File: src/rtl/hs_npu_inference_seq.sv
// hs_npu_inference_seq: sequencer FSM driving one NPU inference pass (flush, bias, weights, inputs, launch, drain).
// Optional watchdog with sticky error_o when HS_NPU_SEQ_WATCHDOG_EN is defined.
module hs_npu_inference_seq #(
  parameter int SIZE = 8,
  parameter int CNT_WIDTH = 32,
  parameter int TIMEOUT_CYCLES = 4096
) (
  input  logic                 clk,
  input  logic                 rst,
  input  logic                 start_i,
  input  logic                 abort_i,
  input  logic [CNT_WIDTH-1:0] cfg_rows_i,
  input  logic                 cfg_relu_i,
  input  logic [CNT_WIDTH-1:0] cfg_shift_i,
  output logic                 busy_o,
  output logic                 done_o,
  output logic                 flush_input_fifos_o,
  output logic                 flush_weight_fifos_o,
  output logic                 flush_output_fifos_o,
  output logic                 bias_en_o,
  output logic                 weight_load_en_o,
  input  logic                 weight_hs_i,
  output logic                 enable_weights_o,
  output logic                 input_load_en_o,
  input  logic                 input_hs_i,
  output logic                 start_input_gatekeeper_o,
  output logic                 start_output_gatekeeper_o,
  output logic [CNT_WIDTH-1:0] enable_cycles_o,
  output logic                 relu_enable_o,
  output logic [CNT_WIDTH-1:0] shift_amount_o,
  input  logic                 out_valid_i,
  input  logic                 result_ready_i,
  output logic                 output_ready_o
`ifdef HS_NPU_SEQ_WATCHDOG_EN
  ,
  output logic                 error_o
`endif
);
  typedef enum logic [3:0] {IDLE, FLUSH, LOAD_W, SHIFT_W, LOAD_IN, LAUNCH, DRAIN, DONE, ABORT} state_t;
  state_t state, nxt;
  logic [CNT_WIDTH-1:0] cnt;
  logic accept, step, last, timeout;
  assign accept = state == IDLE && start_i && !abort_i;
  assign step = state == LOAD_W  ? weight_hs_i :
                state == SHIFT_W ? 1'b1 :
                state == LOAD_IN ? input_hs_i :
                state == DRAIN   ? out_valid_i && result_ready_i : 1'b0;
  assign last = cnt == ((state == LOAD_W || state == SHIFT_W) ? CNT_WIDTH'(SIZE - 1)
                                                              : enable_cycles_o - CNT_WIDTH'(1));
  assign output_ready_o = state == DRAIN && result_ready_i;
  always_comb begin
    nxt = state;
    case (state)
      IDLE:    nxt = !accept ? IDLE : cfg_rows_i == '0 ? DONE : FLUSH;
      FLUSH:   nxt = LOAD_W;
      LOAD_W:  nxt = step && last ? SHIFT_W : LOAD_W;
      SHIFT_W: nxt = last ? LOAD_IN : SHIFT_W;
      LOAD_IN: nxt = step && last ? LAUNCH : LOAD_IN;
      LAUNCH:  nxt = DRAIN;
      DRAIN:   nxt = step && last ? DONE : DRAIN;
      default: nxt = IDLE;
    endcase
    if (state != IDLE && (abort_i || timeout)) nxt = ABORT;
  end
`ifdef HS_NPU_SEQ_WATCHDOG_EN
  logic [31:0] wd;
  assign timeout = (state == LOAD_W || state == LOAD_IN || state == DRAIN) && wd == 32'(TIMEOUT_CYCLES - 1);
  always_ff @(posedge clk or posedge rst)
    if (rst) begin
      wd <= '0;
      error_o <= 1'b0;
    end else begin
      wd <= nxt != state ? '0 : wd + 32'd1;
      error_o <= accept ? 1'b0 : timeout ? 1'b1 : error_o;
    end
`else
  assign timeout = TIMEOUT_CYCLES < 0;
`endif
  // Outputs are decoded from the next state so they line up exactly with the state they belong to.
  always_ff @(posedge clk or posedge rst)
    if (rst) begin
      state <= IDLE;
      cnt <= '0;
      busy_o <= 1'b0;
      done_o <= 1'b0;
      flush_input_fifos_o <= 1'b0;
      flush_weight_fifos_o <= 1'b0;
      flush_output_fifos_o <= 1'b0;
      bias_en_o <= 1'b0;
      weight_load_en_o <= 1'b0;
      enable_weights_o <= 1'b0;
      input_load_en_o <= 1'b0;
      start_input_gatekeeper_o <= 1'b0;
      start_output_gatekeeper_o <= 1'b0;
      enable_cycles_o <= '0;
      relu_enable_o <= 1'b0;
      shift_amount_o <= '0;
    end else begin
      state <= nxt;
      cnt <= nxt != state ? '0 : cnt + CNT_WIDTH'(step);
      busy_o <= nxt != IDLE;
      done_o <= nxt == DONE;
      flush_input_fifos_o <= nxt == FLUSH || nxt == ABORT;
      flush_weight_fifos_o <= nxt == FLUSH || nxt == ABORT;
      flush_output_fifos_o <= nxt == FLUSH || nxt == ABORT;
      bias_en_o <= nxt == FLUSH;
      weight_load_en_o <= nxt == LOAD_W;
      enable_weights_o <= nxt == SHIFT_W;
      input_load_en_o <= nxt == LOAD_IN;
      start_input_gatekeeper_o <= nxt == LAUNCH;
      start_output_gatekeeper_o <= nxt == LAUNCH;
      enable_cycles_o <= accept ? cfg_rows_i : enable_cycles_o;
      relu_enable_o <= accept ? cfg_relu_i : relu_enable_o;
      shift_amount_o <= accept ? cfg_shift_i : shift_amount_o;
    end
endmodule

File: config.mk
export PLATFORM = sky130hd
export DESIGN_NAME = hs_npu_inference_seq
export DESIGN_NICKNAME = d
export VERILOG_FILES = /design/src/rtl/hs_npu_inference_seq.sv
export SDC_FILE = /design/constraint.sdc
export NUM_CORES = 1
export LEC_CHECK = 0
export CAP_MARGIN = 20
export CORE_MARGIN = 1.5
export CORE_UTILIZATION = 55
export CTS_CLUSTER_DIAMETER = 50
export DETAILED_ROUTE_END_ITERATION = 8
export PLACE_DENSITY = 0.93
export SETUP_SLACK_MARGIN = 0.05
export SYNTH_ARGS = -nofsm -noshare
export SYNTH_HDL_FRONTEND = slang
export SYNTH_SLANG_ARGS = --single-unit
File: constraint.sdc
create_clock -name clk -period 5.4 [get_ports clk]
set_input_delay 1.08 -clock clk [delete_from_list [all_inputs] [get_ports clk]]
set_output_delay 1.08 -clock clk [all_outputs]
set_load 0.02 [all_outputs]
== Yosys cells after proc, flatten, opt, wreduce, memory -nomap -nowiden ==
Index checks and enable logic that the tools add are counted.
Storage, ports and cells
  register bits: 109
  bits of input ports: 73
  output and inout bits: 77
  word-level logic and storage cells: 57
Cells by class
  add/subtract/negate cells: 2
  eq/ne operators: 15
  mux-type cells: 14
  reductions and logical operators: 13
Operators with widths (number)
  32-bit 2-to-1 mux: 2
  32-bit by 1-bit adder with 32-bit output: 1
  32-bit == test: 1
  32-bit zero test: 1
  32-bit by 1-bit subtractor with 32-bit output, second input constant: 1
  4-bit by 3-bit == test with 1-bit output, second input constant: 6
  3-bit case mux with 7 select lines: 1
  4-bit by 2-bit == test with 1-bit output, second input constant: 4
  3-bit 2-to-1 mux: 3
  4-bit by 1-bit == test with 1-bit output, second input constant: 2
  4-bit nonzero test: 2
  1-bit 2-to-1 mux: 7
  1-bit logical AND: 6
  4-bit == test, second input constant: 1
  4-bit zero test: 1
  4-bit 2-to-1 mux: 1
  4-bit != test: 1
  1-bit logical OR: 2
  1-bit zero test: 1

== Longest topological paths before layout ==
Gate-level depths: netlist of run 1.
  depth in word-level cells: 11
  mapped depth: 15

== Least setup slack after synthesis of run 1 ==
OpenSTA, ideal clock, no wires.
  path kind: register to register
  start: register enable_cycles_o[0]
  end: register cnt[10]
  arrival time: 3.505 ns
  path slack: 1.749 ns
  stages on the path, launching flop included: 15
  path buffers: 2
  period minus slack after synthesis: 3.651 ns
  path through: dfrtp_1 > inv_1 > ha_1 > or4b_1 > or2_1 > buf_6 > nor4_2 > mux2i_1 > xor2_1 > and3_1 > nor4bb_1 > nand4_2 > a21oi_4 > buf_4 > nor4_2
On the way
  word-level cells in the longest chain between the ends: 9
  elaborated cells between the ends (all ways): 12
  classes of those cells: add/sub: 1; eq/ne: 2; mux: 8; reduce/logical: 1
Ends and longest elaborated chain
  from (decl): RTL line 28  | output logic [CNT_WIDTH-1:0] enable_cycles_o,
  from (signal assigned): RTL line 112  | enable_cycles_o <= accept ? cfg_rows_i : enable_cycles_o;
  32-bit by 1-bit subtractor with 32-bit output (*): RTL line 49  | : enable_cycles_o - CNT_WIDTH'(1));
  32-bit 2-to-1 mux (*): RTL line 48  | assign last = cnt == ((state == LOAD_W || state == SHIFT_W) ? CNT_WIDTH'(SIZE - 1)
  32-bit == test (*): RTL line 48
  1-bit logical AND: RTL line 56, 58, 60
  1-bit 2-to-1 mux: RTL line 56, 58, 60
  3-bit case mux with 7 select lines (*): RTL line 53  | case (state)
  4-bit 2-to-1 mux (*): RTL line 63  | if (state != IDLE && (abort_i || timeout)) nxt = ABORT;
  4-bit != test (*): RTL line 100  | cnt <= nxt != state ? '0 : cnt + CNT_WIDTH'(step);
  32-bit 2-to-1 mux (*): RTL line 100
  to (signal assigned): RTL line 100
  to (decl): RTL line 41  | logic [CNT_WIDTH-1:0] cnt;
Mark *: on every way between the ends. The rest lies on a longest branch, timed or not.
A chain may end at the register's enable or synchronous reset.

== Final worst setup path of run 1 ==
  start: register enable_cycles_o[0]
  end: register bias_en_o
On the way
  word-level cells in the longest chain between the ends: 8
  elaborated cells between the ends (all ways): 11
  classes of those cells: add/sub: 1; eq/ne: 2; mux: 7; reduce/logical: 1
Ends and longest elaborated chain
  32-bit by 1-bit subtractor with 32-bit output (*): RTL line 49
  32-bit 2-to-1 mux (*): RTL line 48
  32-bit == test (*): RTL line 48
  1-bit logical AND: RTL line 56, 58, 60
  1-bit 2-to-1 mux: RTL line 56, 58, 60
  3-bit case mux with 7 select lines (*): RTL line 53
  4-bit 2-to-1 mux (*): RTL line 63
  4-bit by 1-bit == test with 1-bit output (*): RTL line 106  | bias_en_o <= nxt == FLUSH;
  to (signal assigned): RTL line 89  | bias_en_o <= 1'b0;
  to (signal assigned): RTL line 106
  to (decl): RTL line 20  | output logic bias_en_o,
Marked as above.

==> impl_metrics.prom, run 1 <==
# TYPE chip_impl_metric gauge
chip_impl_metric{name="post_synth_inst_count",unit=""} 623
chip_impl_metric{name="floorplan.die.width",unit="um"} 112
chip_impl_metric{name="period_minus_slack",unit="ns"} 4.40
chip_impl_metric{name="die-height",unit="um"} 112
chip_impl_metric{name="maxSlewHeadroom",unit="%"} 39.2
chip_impl_metric{name="layout-drive-gt1-share",unit="%"} 17.9
chip_impl_metric{name="maxClockFrequency",unit="GHz"} 0.227
chip_impl_metric{name="via_density",unit=""} 6.33
chip_impl_metric{name="wire_per_inst",unit="um"} 20.4
chip_impl_info{name="rsz0062_at_grt",value="false"} 1
chip_impl_metric{name="placed_cell_area",unit="mm^2"} 0.00803
chip_impl_info{name="post-synth-top-area-cell",value="dfrtp_1"} 1
chip_impl_metric{name="finalHoldViolCount",unit=""} 0
chip_impl_metric{name="postSynthRegisterBits",unit=""} 109
chip_impl_metric{name="multi_input_comb_area",unit="mm^2"} 0.00354
chip_impl_metric{name="post-cts-setup-buffers",unit=""} 0
chip_impl_metric{name="stage_delay_of_the_slowest_cell_on_the_critical_path",unit="ns"} 0.58
chip_impl_metric{name="clock_skew",unit="ns"} 0.00876
chip_impl_metric{name="clock_edge_transition_at_the_registers_on_the_reported_setup_and_hold_paths",unit="ns"} 0.07
chip_impl_metric{name="dr.pass1.iters",unit=""} 5
chip_impl_metric{name="worstPathRequired",unit="ns"} 5.69
chip_impl_metric{name="clk_latency",unit="ns"} 0.36
chip_impl_metric{name="totalPowerFinal",unit="mW"} 4.32
chip_impl_metric{name="htree_levels",unit=""} 3
chip_impl_metric{name="finalInstanceArea",unit="mm^2"} 0.00835
chip_impl_metric{name="mappedNetlistNets",unit=""} 699
chip_impl_metric{name="power-per-cell-area",unit="mW/mm^2"} 517
chip_impl_metric{name="fin_nets",unit=""} 819
chip_impl_metric{name="first_global_vias",unit=""} 5729
chip_impl_info{name="post_synth_main_area_contributors",value="dfrtp_1 42%, mux2_2 11%, nor4_2 5.9%"} 1
chip_impl_metric{name="grt.total_usage",unit="%"} 29.8
chip_impl_metric{name="asyncSetResetFlopFracSynth",unit="%"} 100
chip_impl_metric{name="max-vdd-ir-drop",unit="mV"} 0.393
chip_impl_info{name="critical_path_class",value="register to register"} 1
chip_impl_metric{name="drv_cap",unit=""} 0
chip_impl_metric{name="design.core.area",unit="mm^2"} 0.0115
chip_impl_info{name="worst_path_max_delay_cell",value="or4b_1"} 1
chip_impl_metric{name="via_count",unit=""} 5640
chip_impl_metric{name="yosys_warnings",unit=""} 0
chip_impl_metric{name="drc",unit=""} 0
chip_impl_metric{name="place.port_buffers",unit=""} 149
chip_impl_metric{name="hold_buffers",unit=""} 0
chip_impl_metric{name="die_area",unit="mm^2"} 0.0126
chip_impl_info{name="synth_most_common_cell",value="dfrtp_1"} 1
chip_impl_info{name="cp-end-kind",value="register"} 1
chip_impl_info{name="cts.root.buffer_cell",value="clkbuf_16"} 1
chip_impl_info{name="dominant_register_cell_in_the_synthesized_netlist",value="dfrtp_1"} 1
chip_impl_metric{name="final_max_slew_viol_count",unit=""} 0
chip_impl_metric{name="wirelength",unit="mm"} 18.2
chip_impl_metric{name="seqCellArea",unit="mm^2"} 0.00273
chip_impl_info{name="synthTopCellsByCount",value="109 x dfrtp_1, 65 x mux2_2, 39 x nor2_1"} 1
chip_impl_metric{name="cts_num_sinks",unit=""} 109
chip_impl_metric{name="netlist-cell-type-count",unit=""} 70
chip_impl_metric{name="crit_fanout",unit=""} 34
chip_impl_metric{name="boundaryPins",unit=""} 150
chip_impl_info{name="hp-class",value="register to register"} 1
chip_impl_metric{name="initialDrtViolationCount",unit=""} 588
chip_impl_metric{name="antenna_left",unit=""} 0
chip_impl_metric{name="leakage",unit="nW"} 3.22
chip_impl_metric{name="maximum_number_of_pins_on_one_net_before_global_route_repair",unit=""} 74
chip_impl_metric{name="global_route.overflow_total",unit=""} 0
chip_impl_metric{name="syn_area_per_cell",unit="um^2"} 10.5
chip_impl_metric{name="antennaDiodeCount",unit=""} 0
chip_impl_metric{name="number_of_antenna_violations_at_the_first_check_in_global_routing",unit=""} 0
chip_impl_info{name="result_of_the_run",value="completed"} 1
chip_impl_info{name="critical_path_cell_by_cell",value="inv_1 -> ha_1 -> or4b_1 -> or2_1 -> nor4_2 -> mux2i_1 -> xor2_1 -> and3_1 -> nor4bb_1 -> nand4_2 -> a21oi_4 -> buf_4 -> and2_1"} 1
chip_impl_metric{name="fin_crit_sh",unit="%"} 81.5
chip_impl_info{name="crit_path_start_kind",value="register"} 1
chip_impl_metric{name="synth_seq_area_share",unit="%"} 41.7
chip_impl_metric{name="row_count",unit=""} 39
chip_impl_metric{name="clockBufferDepth",unit=""} 2
chip_impl_metric{name="numCtsBuffers",unit=""} 9
chip_impl_metric{name="synth_edf_count",unit=""} 0
chip_impl_metric{name="final.setup.tns",unit="ns"} 0
chip_impl_metric{name="dpl.hpwl",unit="mm"} 13.2
chip_impl_metric{name="floorplan.initialDensity",unit="%"} 56.8
chip_impl_metric{name="worst_max_slew_pin_slew",unit="ns"} 0.911
chip_impl_info{name="clock_tree_from_tritoncts",value="done"} 1
chip_impl_metric{name="cts_repair_resize_count",unit=""} 0
chip_impl_metric{name="synth_top_cell_area_share",unit="%"} 41.7
chip_impl_metric{name="final.fill_count",unit=""} 775
chip_impl_metric{name="grt_first_pass_wirelength",unit="mm"} 29.6
chip_impl_metric{name="weighted_congestion_at_the_end_of_routability_driven_global_placement",unit=""} 0.926
chip_impl_metric{name="worst_ep_arrival_time",unit="ns"} 4.70
chip_impl_metric{name="mappedNetlistArea",unit="mm^2"} 0.00654
chip_impl_metric{name="final-setup-viol-count",unit=""} 0
chip_impl_metric{name="layout-area-overhead-vs-synth",unit="%"} 27.7
==> critical path, delay by kind of cell (launching register included) <==
| kind | cells | cell delay [ns] |
|---|---|---|
| compound gates | 1 | 0.20 |
| xor+xnor | 1 | 0.18 |
| fa+ha+maj | 1 | 0.22 |
| buf+inv | 2 | 0.56 |
| flops | 1 | 0.47 |
| mux | 1 | 0.35 |
| simple gates | 7 | 2.37 |
==> stage by stage <==
stage | setup WS [ns] | hold slack, ns | std cells | util (%)
2_1_floorplan | 1.45 | 0.571 | 623 | -
3_3_place_gp | 1.19 | 0.486 | 875 | 69.7
3_5_place_dp | 1.13 | 0.496 | 875 | 69.7
4_1_cts | 1.08 | 0.508 | 891 | 72.5
5_1_grt | 0.708 | 0.521 | 891 | 72.5
6_report | 0.997 | 0.506 | 891 | 72.5
==> kinds of logic (layout without fill, tap and decap cells) <==
logic type,after synthesis,in the layout,share of synthesized area (%)
mux,69,69,11.8
compound gates,74,74,8.21
xor+xnor,62,62,8.30
buf+inv,57,182,4.40
flops,109,109,41.7
simple gates,249,249,25.0
fa+ha+maj,3,3,0.574
==> final cells by class <==
type                            instances  share of cell area, %
Sequential cell                       109                   32.7
Timing Repair Buffer                  154                   18.3
Multi-Input combinational cell        457                   42.4
Inverter                               12                  0.569
Clock inverter                          6                   1.12
Clock buffer                           10                   2.74
Tap cell                              143                   2.14
==> cells in the final DEF, fill, tap and decap left out, drive strengths merged, types with 13 or more instances in the layout <==
cell	count
nor4	57
dfrtp	109
nor2	39
nand3	13
clkdlybuf4s50	149
xor2	34
a21oi	17
nand2	34
xnor2	28
mux2	65
inv	14
nand4	15
nor3	14
==> path summary, 6_finish.rpt <==
check	start	to	slack [ns]	cells after the start
min reg2reg	relu_enable_o	relu_enable_o	0.51	1
min in group asynchronous	rst	enable_cycles_o[3]	1.27	2
max in group asynchronous	rst	cnt[18]	3.14	3
max reg2reg	enable_cycles_o[0]	bias_en_o	1.0	13
min	relu_enable_o	relu_enable_o	0.51	1
max	enable_cycles_o[0]	bias_en_o	1.0	13
==> registers in the layout, summed over array words and instances (netlist names), 4 cells and up <==
name and flops:
enable_cycles_o 32, cnt 32, shift_amount_o 32, state 4
==> layer usage <==
metal / share of wire, % / GRT usage (%)
met1: 38 / 38.3
met2: 50 / 50.3
met3: 8.2 / 4.81
met4: 3.3 / 13.0
met5: 0 / 0
==> where the power goes <==
part / internal, mW / switching, mW
logic: 1.03 / 1.11
clock network: 0.411 / 0.309
registers: 1.09 / 0.365
total: 2.53 / 1.79
No activity file was read; power rests on OpenSTA's default activity.
==> run 2: changes to the inputs <==
Settings changed: CORE_UTILIZATION 55 to 46, PLACE_DENSITY 0.93 to 0.83.
Clock period 5.4 ns to 4 ns, I/O delays scaled along.
==> impl_metrics.prom, run 2 (synthesized netlist as in run 1, its figures left out) <==
# TYPE chip_impl_metric gauge
chip_impl_metric{name="drc",unit=""} 0
chip_impl_metric{name="dpl.hpwl",unit="mm"} 12.3
chip_impl_metric{name="crit_fanout",unit=""} 16
chip_impl_metric{name="hold_buffers",unit=""} 0
chip_impl_info{name="critPathMostFrequentCell",value="buf_4"} 1
chip_impl_metric{name="floorplan.die.width",unit="um"} 122
chip_impl_metric{name="worst_ep_arrival_time",unit="ns"} 3.99
chip_impl_metric{name="antennaDiodeCount",unit=""} 0
chip_impl_metric{name="grt.total_usage",unit="%"} 23.3
chip_impl_metric{name="wirelength",unit="mm"} 17.2
chip_impl_info{name="cp-startpoint",value="enable_cycles_o[1]"} 1
chip_impl_metric{name="numCtsBuffers",unit=""} 9
chip_impl_info{name="critical_path_class",value="register to register"} 1
chip_impl_info{name="layout_top_registers",value="cnt x32, enable_cycles_o x32, shift_amount_o x32"} 1
chip_impl_info{name="critical_path_cell_by_cell",value="buf_4 -> nor4_1 -> nand3_1 -> buf_4 -> or4_1 -> xnor2_1 -> nand4_1 -> o21a_1 -> a2111oi_2 -> nand4_2 -> a21oi_4 -> clkbuf_16 -> nor4_2"} 1
chip_impl_metric{name="grt_first_pass_wirelength",unit="mm"} 27.6
chip_impl_info{name="crit_path_start_kind",value="register"} 1
chip_impl_info{name="cts.root.buffer_cell",value="clkbuf_16"} 1
chip_impl_metric{name="maxSlewHeadroom",unit="%"} 42.0
chip_impl_info{name="critPathTopFamily",value="simple AND/OR/NAND/NOR gates"} 1
chip_impl_metric{name="final_max_slew_viol_count",unit=""} 0
chip_impl_info{name="clock_tree_from_tritoncts",value="done"} 1
chip_impl_info{name="holdCritStartpoint",value="shift_amount_o[0]"} 1
chip_impl_metric{name="final-setup-viol-count",unit=""} 0
chip_impl_metric{name="max-vdd-ir-drop",unit="mV"} 0.397
chip_impl_metric{name="via_count",unit=""} 5581
chip_impl_metric{name="maxClockFrequency",unit="GHz"} 0.265
chip_impl_metric{name="via_density",unit=""} 5.90
chip_impl_metric{name="worstPathRequired",unit="ns"} 4.22
chip_impl_metric{name="drv_cap",unit=""} 0
chip_impl_metric{name="die_area",unit="mm^2"} 0.0149
chip_impl_metric{name="clockBufferDepth",unit=""} 2
chip_impl_metric{name="finalHoldViolCount",unit=""} 0
chip_impl_metric{name="final.fill_count",unit=""} 1113
chip_impl_metric{name="met1_usage",unit="%"} 29.2
chip_impl_info{name="mostFrequentLayoutCell",value="clkdlybuf4s50_1"} 1
chip_impl_info{name="result_of_the_run",value="completed"} 1
chip_impl_metric{name="design.core.area",unit="mm^2"} 0.0139
chip_impl_metric{name="row_count",unit=""} 43
chip_impl_metric{name="place_ws",unit="ns"} 0.0489
chip_impl_metric{name="final.setup.tns",unit="ns"} 0
chip_impl_info{name="globalRoute.busiestLayer",value="met2"} 1
chip_impl_metric{name="postLayoutCoreUtil",unit="%"} 62.0
chip_impl_info{name="cp-end-kind",value="register"} 1
chip_impl_metric{name="htree_levels",unit=""} 3
chip_impl_metric{name="place.port_buffers",unit=""} 149
chip_impl_info{name="hp-class",value="register to register"} 1
chip_impl_metric{name="gr-usage-met3",unit="%"} 4.41
chip_impl_metric{name="post-place-cells",unit=""} 928
chip_impl_metric{name="power-per-cell-area",unit="mW/mm^2"} 687
chip_impl_metric{name="boundaryPins",unit=""} 150
chip_impl_info{name="worst_path_max_delay_cell",value="a2111oi_2"} 1
chip_impl_info{name="r2r-start",value="enable_cycles_o[1]"} 1
chip_impl_metric{name="number_of_antenna_violations_at_the_first_check_in_global_routing",unit=""} 0
chip_impl_metric{name="layout-area-overhead-vs-synth",unit="%"} 31.6
chip_impl_metric{name="fin_nets",unit=""} 837
chip_impl_metric{name="floorplan.initialDensity",unit="%"} 47.1
chip_impl_info{name="rsz0062_at_grt",value="false"} 1
chip_impl_metric{name="weighted_congestion_at_the_end_of_routability_driven_global_placement",unit=""} 0.867
chip_impl_metric{name="clock_skew",unit="ns"} 0.00863
chip_impl_metric{name="cts_num_sinks",unit=""} 109
chip_impl_metric{name="worst_max_slew_pin_slew",unit="ns"} 0.870
chip_impl_metric{name="finalWorstSetupSlack",unit="ns"} 0.227
chip_impl_metric{name="global_route.overflow_total",unit=""} 0
chip_impl_metric{name="wire_per_inst",unit="um"} 18.1
chip_impl_metric{name="stage_delay_of_the_slowest_cell_on_the_critical_path",unit="ns"} 0.52
chip_impl_info{name="layout.cells.most_common_list",value="149 x clkdlybuf4s50_1, 109 x dfrtp_1, 65 x mux2_2"} 1
chip_impl_metric{name="met2_usage",unit="%"} 39.8
chip_impl_metric{name="clock_edge_transition_at_the_registers_on_the_reported_setup_and_hold_paths",unit="ns"} 0.07
chip_impl_metric{name="leakage",unit="nW"} 3.34
chip_impl_metric{name="first_global_vias",unit=""} 5575
chip_impl_metric{name="maximum_number_of_pins_on_one_net_before_global_route_repair",unit=""} 70
chip_impl_metric{name="worst-path-buf-inv",unit=""} 3
chip_impl_metric{name="die-height",unit="um"} 122
chip_impl_metric{name="antenna_left",unit=""} 0
chip_impl_metric{name="fin_crit_sh",unit="%"} 94.3
chip_impl_metric{name="initialDrtViolationCount",unit=""} 402
chip_impl_metric{name="dr.pass1.iters",unit=""} 5
chip_impl_metric{name="layoutNonFillerInstCount",unit=""} 946
chip_impl_metric{name="layout-drive-gt1-share",unit="%"} 20.5
chip_impl_metric{name="clk_latency",unit="ns"} 0.36
chip_impl_metric{name="period_minus_slack",unit="ns"} 3.77
-- run 2: changes by cell type in the layout (fill, tap and decap cells not counted), sizes merged --
cell / delta
clkbuf: +1
buf: +17
-- run 2: path summary, 6_finish.rpt --
kind	end	slack, ns	cells after the start
max	cnt[6]	0.23	13
max reg2reg	cnt[6]	0.23	13
max in group asynchronous	shift_amount_o[10]	2.19	3
min in group asynchronous	enable_cycles_o[1]	0.95	2
min	shift_amount_o[0]	0.51	1
min reg2reg	shift_amount_o[0]	0.51	1
-- run 2: where the power goes --
part / internal (mW) / total (mW) / switching [mW]
sequential: 1.47 / 1.87 / 0.404
combinational: 1.47 / 3.04 / 1.56
clock: 0.572 / 1.00 / 0.429
-- run 2: routing by layer --
layer	up-vias	part of all wire, %
met2	187	52
met3	36	4.9
met4	0	2.8
li1	2568	-
met1	2790	40
met5	-	0
-- run 2: area by class of cell --
class                           count  area (um^2)  share of cell area (%)
Clock buffer                       10          239                    2.78
Tap cell                          180          225                    2.62
Inverter                           12         47.5                   0.552
Sequential cell                   109         2730                    31.7
Multi-Input combinational cell    457         3570                    41.5
Timing Repair Buffer              172         1710                    19.8
Clock inverter                      6         92.6                    1.08
-- run 2: stage by stage --
step / area [um^2] / power [mW] / hold WS (ns)
floorplan: 6540 / 3.64 / 0.571
detailed placement: 8220 / 4.86 / 0.492
global placement: 8220 / 4.77 / 0.489
CTS: 8560 / 5.88 / 0.508
global route: 8610 / 6.21 / 0.524
finish: 8610 / 5.91 / 0.506
-- run 2: timing repair --
item,in CTS,in global routing
pin swaps,0,1
setup endpoints to repair,32,35
gates cloned,0,1
gates resized for setup,1,4
buffers inserted,0,1
==> run 3: changes to the inputs <==
Settings changed: SKIP_CTS_REPAIR_TIMING from default to 1.
==> impl_metrics.prom, run 3 (synthesized netlist as in run 1, its figures left out) <==
# TYPE chip_impl_metric gauge
chip_impl_info{name="result_of_the_run",value="completed"} 1
chip_impl_metric{name="numCtsBuffers",unit=""} 9
chip_impl_info{name="holdCritStartpoint",value="shift_amount_o[0]"} 1
chip_impl_metric{name="design.core.area",unit="mm^2"} 0.0139
chip_impl_metric{name="dpl.hpwl",unit="mm"} 12.3
chip_impl_metric{name="clock_edge_transition_at_the_registers_on_the_reported_setup_and_hold_paths",unit="ns"} 0.07
chip_impl_info{name="clock_tree_from_tritoncts",value="done"} 1
chip_impl_metric{name="weighted_congestion_at_the_end_of_routability_driven_global_placement",unit=""} 0.867
chip_impl_metric{name="maximum_number_of_pins_on_one_net_before_global_route_repair",unit=""} 70
chip_impl_metric{name="boundaryPins",unit=""} 150
chip_impl_info{name="layout.cells.most_common_list",value="149 x clkdlybuf4s50_1, 109 x dfrtp_1, 65 x mux2_2"} 1
chip_impl_metric{name="worst-r2r-cell-count",unit=""} 13
chip_impl_info{name="mostFrequentLayoutCell",value="clkdlybuf4s50_1"} 1
chip_impl_metric{name="max-vdd-ir-drop",unit="mV"} 0.396
chip_impl_metric{name="grt.total_usage",unit="%"} 23.3
chip_impl_metric{name="fin_crit_sh",unit="%"} 93.7
chip_impl_metric{name="via_density",unit=""} 5.89
chip_impl_metric{name="leakage",unit="nW"} 3.34
chip_impl_metric{name="layout-drive-gt1-share",unit="%"} 20.8
chip_impl_metric{name="number_of_antenna_violations_at_the_first_check_in_global_routing",unit=""} 0
chip_impl_info{name="whs_endpoint",value="shift_amount_o[0]"} 1
chip_impl_metric{name="cts_num_sinks",unit=""} 109
chip_impl_metric{name="place.port_buffers",unit=""} 149
chip_impl_metric{name="die-height",unit="um"} 122
chip_impl_metric{name="drc",unit=""} 0
chip_impl_metric{name="r2r_setup_slack",unit="ns"} 0.25
chip_impl_info{name="r2r-start",value="enable_cycles_o[1]"} 1
chip_impl_metric{name="final_max_slew_viol_count",unit=""} 0
chip_impl_metric{name="maxSlewHeadroom",unit="%"} 42.1
chip_impl_metric{name="clk_latency",unit="ns"} 0.35
chip_impl_metric{name="first_global_vias",unit=""} 5575
chip_impl_metric{name="worstPathRequired",unit="ns"} 4.22
chip_impl_metric{name="floorplan.initialDensity",unit="%"} 47.1
chip_impl_info{name="cp-end-kind",value="register"} 1
chip_impl_info{name="rsz0062_at_grt",value="false"} 1
chip_impl_metric{name="maxClockFrequency",unit="GHz"} 0.267
chip_impl_metric{name="floorplan.die.width",unit="um"} 122
chip_impl_metric{name="wire_per_inst",unit="um"} 18.2
chip_impl_metric{name="antennaDiodeCount",unit=""} 0
chip_impl_metric{name="period_minus_slack",unit="ns"} 3.75
chip_impl_metric{name="htree_levels",unit=""} 3
chip_impl_info{name="hp-class",value="register to register"} 1
chip_impl_metric{name="via_count",unit=""} 5572
chip_impl_metric{name="final-setup-viol-count",unit=""} 0
chip_impl_metric{name="die_area",unit="mm^2"} 0.0149
chip_impl_metric{name="fin_nets",unit=""} 837
chip_impl_info{name="critical_path_class",value="register to register"} 1
chip_impl_metric{name="global_route.overflow_total",unit=""} 0
chip_impl_metric{name="dr.pass1.iters",unit=""} 5
chip_impl_metric{name="layout-area-overhead-vs-synth",unit="%"} 31.8
chip_impl_info{name="cp-startpoint",value="enable_cycles_o[1]"} 1
chip_impl_metric{name="holdWs",unit="ns"} 0.506
chip_impl_metric{name="row_count",unit=""} 43
chip_impl_info{name="layout_top_registers",value="cnt x32, enable_cycles_o x32, shift_amount_o x32"} 1
chip_impl_metric{name="worst_ep_arrival_time",unit="ns"} 3.97
chip_impl_metric{name="wirelength",unit="mm"} 17.2
chip_impl_metric{name="finalHoldViolCount",unit=""} 0
chip_impl_metric{name="power-per-cell-area",unit="mW/mm^2"} 686
chip_impl_metric{name="grt_first_pass_wirelength",unit="mm"} 27.6
chip_impl_metric{name="worstHoldPathCells",unit=""} 1
chip_impl_metric{name="crit_fanout",unit=""} 16
chip_impl_metric{name="drv_cap",unit=""} 0
chip_impl_metric{name="totalPowerFinal",unit="mW"} 5.92
chip_impl_metric{name="final.setup.tns",unit="ns"} 0
chip_impl_metric{name="postLayoutCoreUtil",unit="%"} 62.1
chip_impl_info{name="crit_path_start_kind",value="register"} 1
chip_impl_info{name="cts.root.buffer_cell",value="clkbuf_16"} 1
chip_impl_info{name="reg2reg_to",value="cnt[25]"} 1
chip_impl_metric{name="clock_skew",unit="ns"} 0.00726
chip_impl_metric{name="antenna_left",unit=""} 0
chip_impl_metric{name="clockBufferDepth",unit=""} 2
chip_impl_metric{name="initialDrtViolationCount",unit=""} 345
chip_impl_metric{name="worst_max_slew_pin_slew",unit="ns"} 0.869
[run 3: cell counts in the layout (fill, tap and decap cells not counted)]
Identical to the previous run, type by type.
[run 3: how the worst max path moves through the flow]
stage / endpoint / slack, ns
after floorplan: bias_en_o / 0.33
after global placement: cnt[0] / 0.14
after detailed placement: cnt[0] / 0.05
after CTS: cnt[0] / -0.03
after global routing: cnt[25] / 0.05
final: cnt[25] / 0.25
[run 3: power breakdown]
part / internal (mW) / switching, mW
registers: 1.47 / 0.406
logic: 1.48 / 1.57
clock network: 0.572 / 0.423
total: 3.52 / 2.40
[run 3: per-layer routing]
| layer | global-route usage [%] | vias to the layer above | routed length (um) | part of all wire, % |
|---|---|---|---|---|
| li1 | - | 2567 | - | - |
| met1 | 29.2 | 2778 | 6910 | 40 |
| met2 | 39.8 | 186 | 8980 | 52 |
| met3 | 4.41 | 41 | 838 | 4.9 |
| met4 | 8.65 | 0 | 500 | 2.9 |
| met5 | 0 | - | 0 | 0 |
[run 3: area by class of cell]
type	instances	area, um^2
clock buffers	10	239
flip-flops and latches	109	2730
well taps	180	225
repair buffers	172	1710
inverters	12	47.5
fillers	1109	5260
multi-input cells	457	3580
clock inverters	6	92.6
[run 3: critical path, cell delays in order, from the launching register on]
cell and delay, ns:
dfrtp_1 0.39, inv_1 0.06, ha_1 0.19, or4b_4 0.52
or2_4 0.32, nor3_2 0.16, nand2_1 0.09, xor2_1 0.17
or2_1 0.24, a2111oi_2 0.58, nand4_2 0.27, a21oi_4 0.28
clkbuf_16 0.25, nor4_2 0.07
[run 3: metrics by stage]
stage,instance area (um^2),cells,worst slack (ns)
3_5_place_dp,8220,928,0.0489
2_1_floorplan,6540,623,0.326
4_1_cts,8550,944,-0.0309
3_3_place_gp,8220,928,0.140
6_report,8620,946,0.250
5_1_grt,8620,946,0.0458
